## src/rtl/zbram_pkg.sv

```systemverilog
// Shared definitions for the pulse-counter BlockRAM port arbiters.
// Latency: n/a (constants and types only).
// Backpressure: n/a.
package zbram_pkg;

    localparam int DEF_ADDR_W = 12;
    localparam int DEF_DATA_W = 16;

    // Requester identities, also the encoding of last_grant / oGrantB
    localparam logic REQ_A = 1'b0;
    localparam logic REQ_B = 1'b1;

    typedef enum logic [2:0] {
        ST_IDLE    = 3'd0,
        ST_ISSUE   = 3'd1,
        ST_WAIT    = 3'd2,
        ST_CAPTURE = 3'd3,
        ST_DONE    = 3'd4
    } arbState_t;

endpackage

```

## src/rtl/zrr_pick2.sv

```systemverilog
// Two-way round-robin picker: chooses between two level requests, favouring the one not served last.
// Latency: purely combinational, zero cycles.
// Backpressure: none; the caller decides when the pick is consumed.
module zrr_pick2 (
    input  logic reqA,
    input  logic reqB,
    input  logic last,
    output logic valid,
    output logic pick
);

    // Lone requester wins outright; on a tie the side that did not go last wins
    always_comb begin
        valid = reqA | reqB;
        pick  = (reqA && reqB) ? ~last : reqB;
    end

endmodule

```

## src/rtl/zbram_rd_arbiter.sv

```systemverilog
// Shares the single BlockRAM read port between requester A and requester B with round-robin arbitration.
// Latency: request sampled at edge k -> RAM enable in cycle k+1 -> done pulse in cycle k+2+RD_LATENCY.
// Backpressure: a losing requester keeps its level request high and is served on the next IDLE sample.
module zbram_rd_arbiter
    import zbram_pkg::*;
#(
    parameter int ADDR_W     = DEF_ADDR_W,
    parameter int DATA_W     = DEF_DATA_W,
    parameter int RD_LATENCY = 1
)(
    input  logic              iClk,
    input  logic              iRst,
    input  logic              iA_RdReq,
    input  logic [ADDR_W-1:0] iA_RdAddr,
    output logic [DATA_W-1:0] oA_RdData,
    output logic              oA_RdDone,
    input  logic              iB_RdReq,
    input  logic [ADDR_W-1:0] iB_RdAddr,
    output logic [DATA_W-1:0] oB_RdData,
    output logic              oB_RdDone,
    output logic              oBram_En,
    output logic [ADDR_W-1:0] oBram_Addr,
    input  logic [DATA_W-1:0] iBram_Data,
    output logic              oBusy,
    output logic              oGrantB
);

    // WAIT is held for RD_LATENCY-1 cycles, so the counter's last value is RD_LATENCY-2
    localparam int         WAIT_LAST   = (RD_LATENCY > 1) ? RD_LATENCY - 2 : 0;
    localparam logic [1:0] WAIT_LAST_V = WAIT_LAST[1:0];

    arbState_t  state;
    arbState_t  stateNxt;
    logic       pickVld;
    logic       pickSel;
    logic       lastGrant;
    logic [1:0] waitCnt;
    logic       enNxt;
    logic       busyNxt;
    logic       doneANxt;
    logic       doneBNxt;

    zrr_pick2 uPick (
        .reqA  (iA_RdReq),
        .reqB  (iB_RdReq),
        .last  (lastGrant),
        .valid (pickVld),
        .pick  (pickSel)
    );

    assign oGrantB = lastGrant;

    // State register
    always_ff @(posedge iClk) begin
        if (iRst) state <= ST_IDLE;
        else      state <= stateNxt;
    end

    // Next-state: requests are only looked at in IDLE, never in DONE
    always_comb begin
        stateNxt = state;
        unique case (state)
            ST_IDLE:    if (pickVld) stateNxt = ST_ISSUE;
            ST_ISSUE:   stateNxt = (RD_LATENCY == 1) ? ST_CAPTURE : ST_WAIT;
            ST_WAIT:    if (waitCnt == WAIT_LAST_V) stateNxt = ST_CAPTURE;
            ST_CAPTURE: stateNxt = ST_DONE;
            ST_DONE:    stateNxt = ST_IDLE;
            default:    stateNxt = ST_IDLE;
        endcase
    end

    // Output decode: values the output registers take on the coming edge
    always_comb begin
        enNxt    = (stateNxt == ST_ISSUE);
        busyNxt  = (stateNxt != ST_IDLE);
        doneANxt = (state == ST_CAPTURE) && (lastGrant == REQ_A);
        doneBNxt = (state == ST_CAPTURE) && (lastGrant == REQ_B);
    end

    // Registered outputs, owner/address latch and per-requester data capture
    always_ff @(posedge iClk) begin
        if (iRst) begin
            oBram_En   <= 1'b0;
            oBram_Addr <= '0;
            oA_RdData  <= '0;
            oB_RdData  <= '0;
            oA_RdDone  <= 1'b0;
            oB_RdDone  <= 1'b0;
            oBusy      <= 1'b0;
            lastGrant  <= REQ_B;
        end else begin
            oBram_En  <= enNxt;
            oBusy     <= busyNxt;
            oA_RdDone <= doneANxt;
            oB_RdDone <= doneBNxt;
            if (state == ST_IDLE && pickVld) begin
                lastGrant  <= pickSel;
                oBram_Addr <= (pickSel == REQ_B) ? iB_RdAddr : iA_RdAddr;
            end
            if (doneANxt) oA_RdData <= iBram_Data;
            if (doneBNxt) oB_RdData <= iBram_Data;
        end
    end

    // Counts cycles spent in WAIT; parked at zero everywhere else
    always_ff @(posedge iClk) begin
        if (iRst || state != ST_WAIT) waitCnt <= '0;
        else                          waitCnt <= waitCnt + 2'd1;
    end

endmodule
```

## config.mk

```make
export PLATFORM = sky130hd
export DESIGN_NAME = zbram_rd_arbiter
export DESIGN_NICKNAME = d
export VERILOG_FILES = /design/src/rtl/zbram_pkg.sv /design/src/rtl/zrr_pick2.sv /design/src/rtl/zbram_rd_arbiter.sv
export SDC_FILE = /design/constraint.sdc
export NUM_CORES = 1
export LEC_CHECK = 0
export ABC_AREA = 0
export BUFFER_PORTS_ARGS = -buffer_cell sky130_fd_sc_hd__buf_4
export CAP_MARGIN = 20
export CORE_MARGIN = 3
export CORE_UTILIZATION = 35
export CTS_CLUSTER_SIZE = 8
export DETAILED_ROUTE_END_ITERATION = 8
export MAX_ROUTING_LAYER = met4
export PLACE_DENSITY = 0.61
export SLEW_MARGIN = 20
export SYNTH_ARGS = -nofsm -noshare
export SYNTH_HDL_FRONTEND = slang
export SYNTH_SLANG_ARGS = --single-unit
export TNS_END_PERCENT = 20
```

## constraint.sdc

```tcl
create_clock -name iClk -period 2.6 [get_ports iClk]
set_input_delay 0.78 -clock iClk [delete_from_list [all_inputs] [get_ports iClk]]
set_output_delay 0.78 -clock iClk [all_outputs]
set_load 0.005 [all_outputs]
```

Word level (Yosys, flattened, before mapping):

Index checks and enable logic that the tools add are counted.
Widths: inputs -> output; s select.

* register bits after elaboration: 54
* input port bits: 44
* output and inout port bits: 49
* logic and storage cells: 31

* add/sub/neg operators: 1
* equality and inequality tests: 5
* mux-type cells: 5
* bitwise gates (word level): 2
* reduce and logical (&&, ||, !) cells: 8

Operator list (number)
* $mux 12: 1
* $pmux 3 s4: 1
* $eq 3x1->1 const B: 2
* $eq 3x2->1 const B: 2
* $mux 3: 2
* $logic_and 1x1->1: 4
* $logic_not 3->1: 1
* $ne 3x2->1 const B: 1
* $reduce_bool 3->1: 1
* $add 2x1->2 const B: 1
* $logic_not 2->1: 1
* $logic_or 1x1->1: 1
* $mux 1: 1
* $not 1->1: 1
* $or 1x1->1: 1

Depth between registers and ports, before layout:

* word-level depth: 4
* depth in mapped cells: 6
* gate-level depth less buffers: 4

Modules after synthesis:

Synthesis repeated with hierarchy kept, for this count alone.

* cells, all modules: 231
* area total of the unflattened synthesis: 2083.2 µm²

By module, submodules not included
* zbram_rd_arbiter: times used 1, cells an instance 229, area an instance 2069.5 µm², sequential area each 1081.0 µm²
* zrr_pick2: times used 1, cells an instance 2, area an instance 13.8 µm², sequential area each 0.0 µm²

Worst setup path after synthesis:

No wires, ideal clock.

* path type: input-to-reg
* start point: in iRst
* end point: reg oA_RdData[0]
* setup time: 0.132 ns
* data arrival time: 1.655 ns
* required time: 2.468 ns
* path slack: 0.813 ns
* stages: 4
* buffers on the path: 3
* cell sequence: clkbuf_1 buf_1 buf_1 a21oi_1

RTL lines
* from (decl): line zbram_rd_arbiter.sv:12 `input logic iRst,`
* to (signal assigned): line zbram_rd_arbiter.sv:100 `if (doneANxt) oA_RdData <= iBram_Data;`
* to (decl): line zbram_rd_arbiter.sv:15 `output logic [DATA_W-1:0] oA_RdData,`

No word-level cell between the ends.

Worst setup path in the final report:

* start point: reg lastGrant (netlist: oGrantB)
* end point: out oGrantB

RTL lines
* from (decl): line zbram_rd_arbiter.sv:36 `logic lastGrant;`
* from (signal assigned): line zbram_rd_arbiter.sv:97 `lastGrant <= pickSel;`
* to (decl): line zbram_rd_arbiter.sv:25 `output logic oGrantB`

No word-level cell between the ends.

==> results.md <==
* Post-Syn Instances at 237
* Initial antenna violation count at 0
* Crit path launch: oGrantB
* Clock sinks at 54
* Cell Chain, Critical Path: buf_4
* M2 GR Usage at 0.268
* Seq/Total Area, Yosys at 0.530
* Global-route wire length before repair at 8110 um
* Mapped cell area at 2040 um^2
* Syn nets at 282
* Post-route setup slack at 0.758 ns
* Flops & latches, synth at 54
* Die height at 82.4 um
* Worst Path Buf+Inv at 1
* RePlAce Congestion at 0.759
* Ant diodes at 0
* H-tree Lvls at 2
* Port bufs at 92
* Vias per inst at 4.81
* Worst path required time at 1.82 ns
* Static Leakage at 1.21 nW
* Top cells by area, synth: dfxtp_1, nand2_1, a21oi_1
* Clock buffer count from CTS at 5
* Vias at 1887
* Cts hold-fix bufs at 0
* TritonCTS clock tree: built
* Core area at 5570 um^2
* Fmax at 0.543 GHz
* Cell Count, Final, Fillers Out at 392
* Netlist cell types at 29
* Busiest layer in global routing: met2
* Final Critical Period at 1.84 ns
* 1st-iter DRT viols at 153
* GR Util met1 at 0.195
* Setup TNS at 0 ns
* CP top delay family: flip-flops
* Crit path arrival time at 1.06 ns
* CP Max Fanout at 11
* Relative slew slack at 0.490
* Ys flop type: dfxtp_1
* Cell Rows at 27
* Endpoints failing setup at 0
* WS Path Type: reg2out
* Largest net degree at the start of global routing at 49
* Wirelength, routed at 5400 um
* CTS Root Buffer Type: clkbuf_8
* ANT nets after route at 0
* R2r endpoint: oBram_Addr[0]
* Dpl hpwl at 3770 um
* Max-cap violations at 0
* Nets at 364
* Slew Viols, Final at 0
* Longest Clk Path Bufs at 2
* Reg clk slew, reported paths at 0.09 ns
* Worst IR Drop VDD at 0.380 mV
* Synth top area share at 0.530
* # IOs at 93
* Placed Cells incl. Taps at 384
* DRC viols at 0
* Critical R2R Launch: state[1]
* Die area at 6780 um^2
* GRT Util Overall at 0.163
* Number of setup buffers added after CTS at 0
* Post-DR wirelength/cell at 13.8 um
* Critical path's largest stage delay at 0.57 ns
* Levels on crit path at 1
* R2r worst-path depth at 3
* Max Clock Skew at 0.00736 ns
* Post-synth ARST share at 0
* Endpoint type of the worst setup path: primary output
* Post-cts sizing count at 0
* Die width at 82.4 um
* Worst Setup EP: oGrantB
* Final Cycle Share at 0.708
* Worst min-delay path startpoint: waitCnt[0]
* Met3 GRT Util at 0.0315
* Cell taking the most area after synthesis: dfxtp_1
* Mapped Avg Cell Area at 8.61 um^2
* Worst skew pair latency at 0.30 ns
* Grt total ovfl at 0
* Initial core utilization at 0.366
* First-pass DRT Iterations at 4
* Final hold violations at 0
* Pwr/cell area at 652 nW/um^2
* CP max stage cell: dfxtp_1
* Yosys warns at 0
* Area growth syn-to-layout at 40.2%
* Slew @ Worst Pin at 0.761 ns
* Setup slack at placement at 0.569 ns
* Critical path launch point type: register
* Proportion of layout cells with a drive suffix above 1 at 0.359
* R2R Setup Slk at 0.76 ns
* Vias in the first global route at 1761
* Class of the worst hold path: reg2reg
* Status: complete, no violations
* RSZ-0062 raised after global routing: false
* Number of synthesized flops with an enable pin at 0
==> metrics by stage <==
| step | util | hold WS, ns | power [W] | area [um^2] |
|---|---|---|---|---|
| global placement | 0.494 | 0.412 | 0.00135 | 2750 |
| finish | 0.513 | 0.423 | 0.00187 | 2860 |
| CTS | 0.513 | 0.425 | 0.00189 | 2860 |
| detailed placement | 0.494 | 0.412 | 0.00136 | 2750 |
| global route | 0.513 | 0.459 | 0.00196 | 2860 |
| floorplan | - | 0.399 | 0.00118 | 2040 |
==> report_power, final <==
group	internal, W	leakage, nW	total [W]	switching (W)
Clock	0.000269	0.0575	0.000528	0.000259
Sequential	0.000901	0.440	0.000960	0.0000588
Combinational	0.000215	0.716	0.000377	0.000162
Total	0.00139	1.21	0.00187	0.000480
==> cell usage after synthesis (all sizes together), types with 2 or more instances <==
cell type	count
nand2	66
dfxtp	54
a21oi	34
inv	14
o221a	12
o22ai	12
buf	11
clkbuf	8
nor2	5
and3	2
nand2b	2
nand3	2
nor3	2
==> area by class of cell <==
cell class	count	area [um^2]
well taps	72	90.1
inverters	14	52.6
multi-input cells	150	822
clock buffers	8	110
fillers	589	2710
repair buffers	94	706
flip-flops and latches	54	1080
==> layout by cell type, fill, tap and decap left out <==
cell       count
dfxtp_1       54
nand2b_1       2
a21oi_1       34
nand4b_1       1
o21bai_1       1
nand2_1       66
nor4bb_4       1
nand3_1        2
and2_1         1
o22ai_1       12
xnor2_1        1
nand4bb_1      1
and4b_1        1
nor2_1         5
and3_1         2
nor3_1         2
nor2b_1        1
ha_1           1
o221a_1        2
buf_4         94
inv_1         14
clkbuf_8       8
or2_2          1
a221oi_1       1
o221a_2       10
nor3b_1        1
or4_4          1
==> registers in the layout, summed over array words and instances, names as in the netlist <==
| signal | cells |
|---|---|
| oA_RdData | 16 |
| oA_RdDone | 1 |
| oB_RdData | 16 |
| oB_RdDone | 1 |
| oBram_Addr | 12 |
| oBram_En | 1 |
| oBusy | 1 |
| oGrantB | 1 |
| state | 3 |
| waitCnt | 2 |
==> worst min path at each step <==
stage | to | slack, ns | cells past startpoint
3_5_place_dp | waitCnt[0] | 0.41 | 1
2_1_floorplan | waitCnt[0] | 0.40 | 1
5_1_grt | waitCnt[0] | 0.46 | 1
4_1_cts | waitCnt[0] | 0.43 | 1
3_3_place_gp | waitCnt[0] | 0.41 | 1
6_report | waitCnt[0] | 0.42 | 1
==> layer usage <==
layer	vias to the layer above	wire [um]
met3	7	272
li1	965	-
met4	0	90
met2	44	2700
met1	871	2340
met5	-	0
==> kinds of logic after synthesis <==
| kind of cell | count (synthesis) | synth area share |
|---|---|---|
| buffers and inverters | 33 | 0.0748 |
| adder cells (fa/ha/maj) | 1 | 0.00613 |
| AND/OR/NAND/NOR | 88 | 0.191 |
| flip-flops | 54 | 0.530 |
| XOR/XNOR | 1 | 0.00429 |
| AO/OA/AOI/OAI | 60 | 0.194 |
Note: power is estimated with default switching activity, not from simulation.
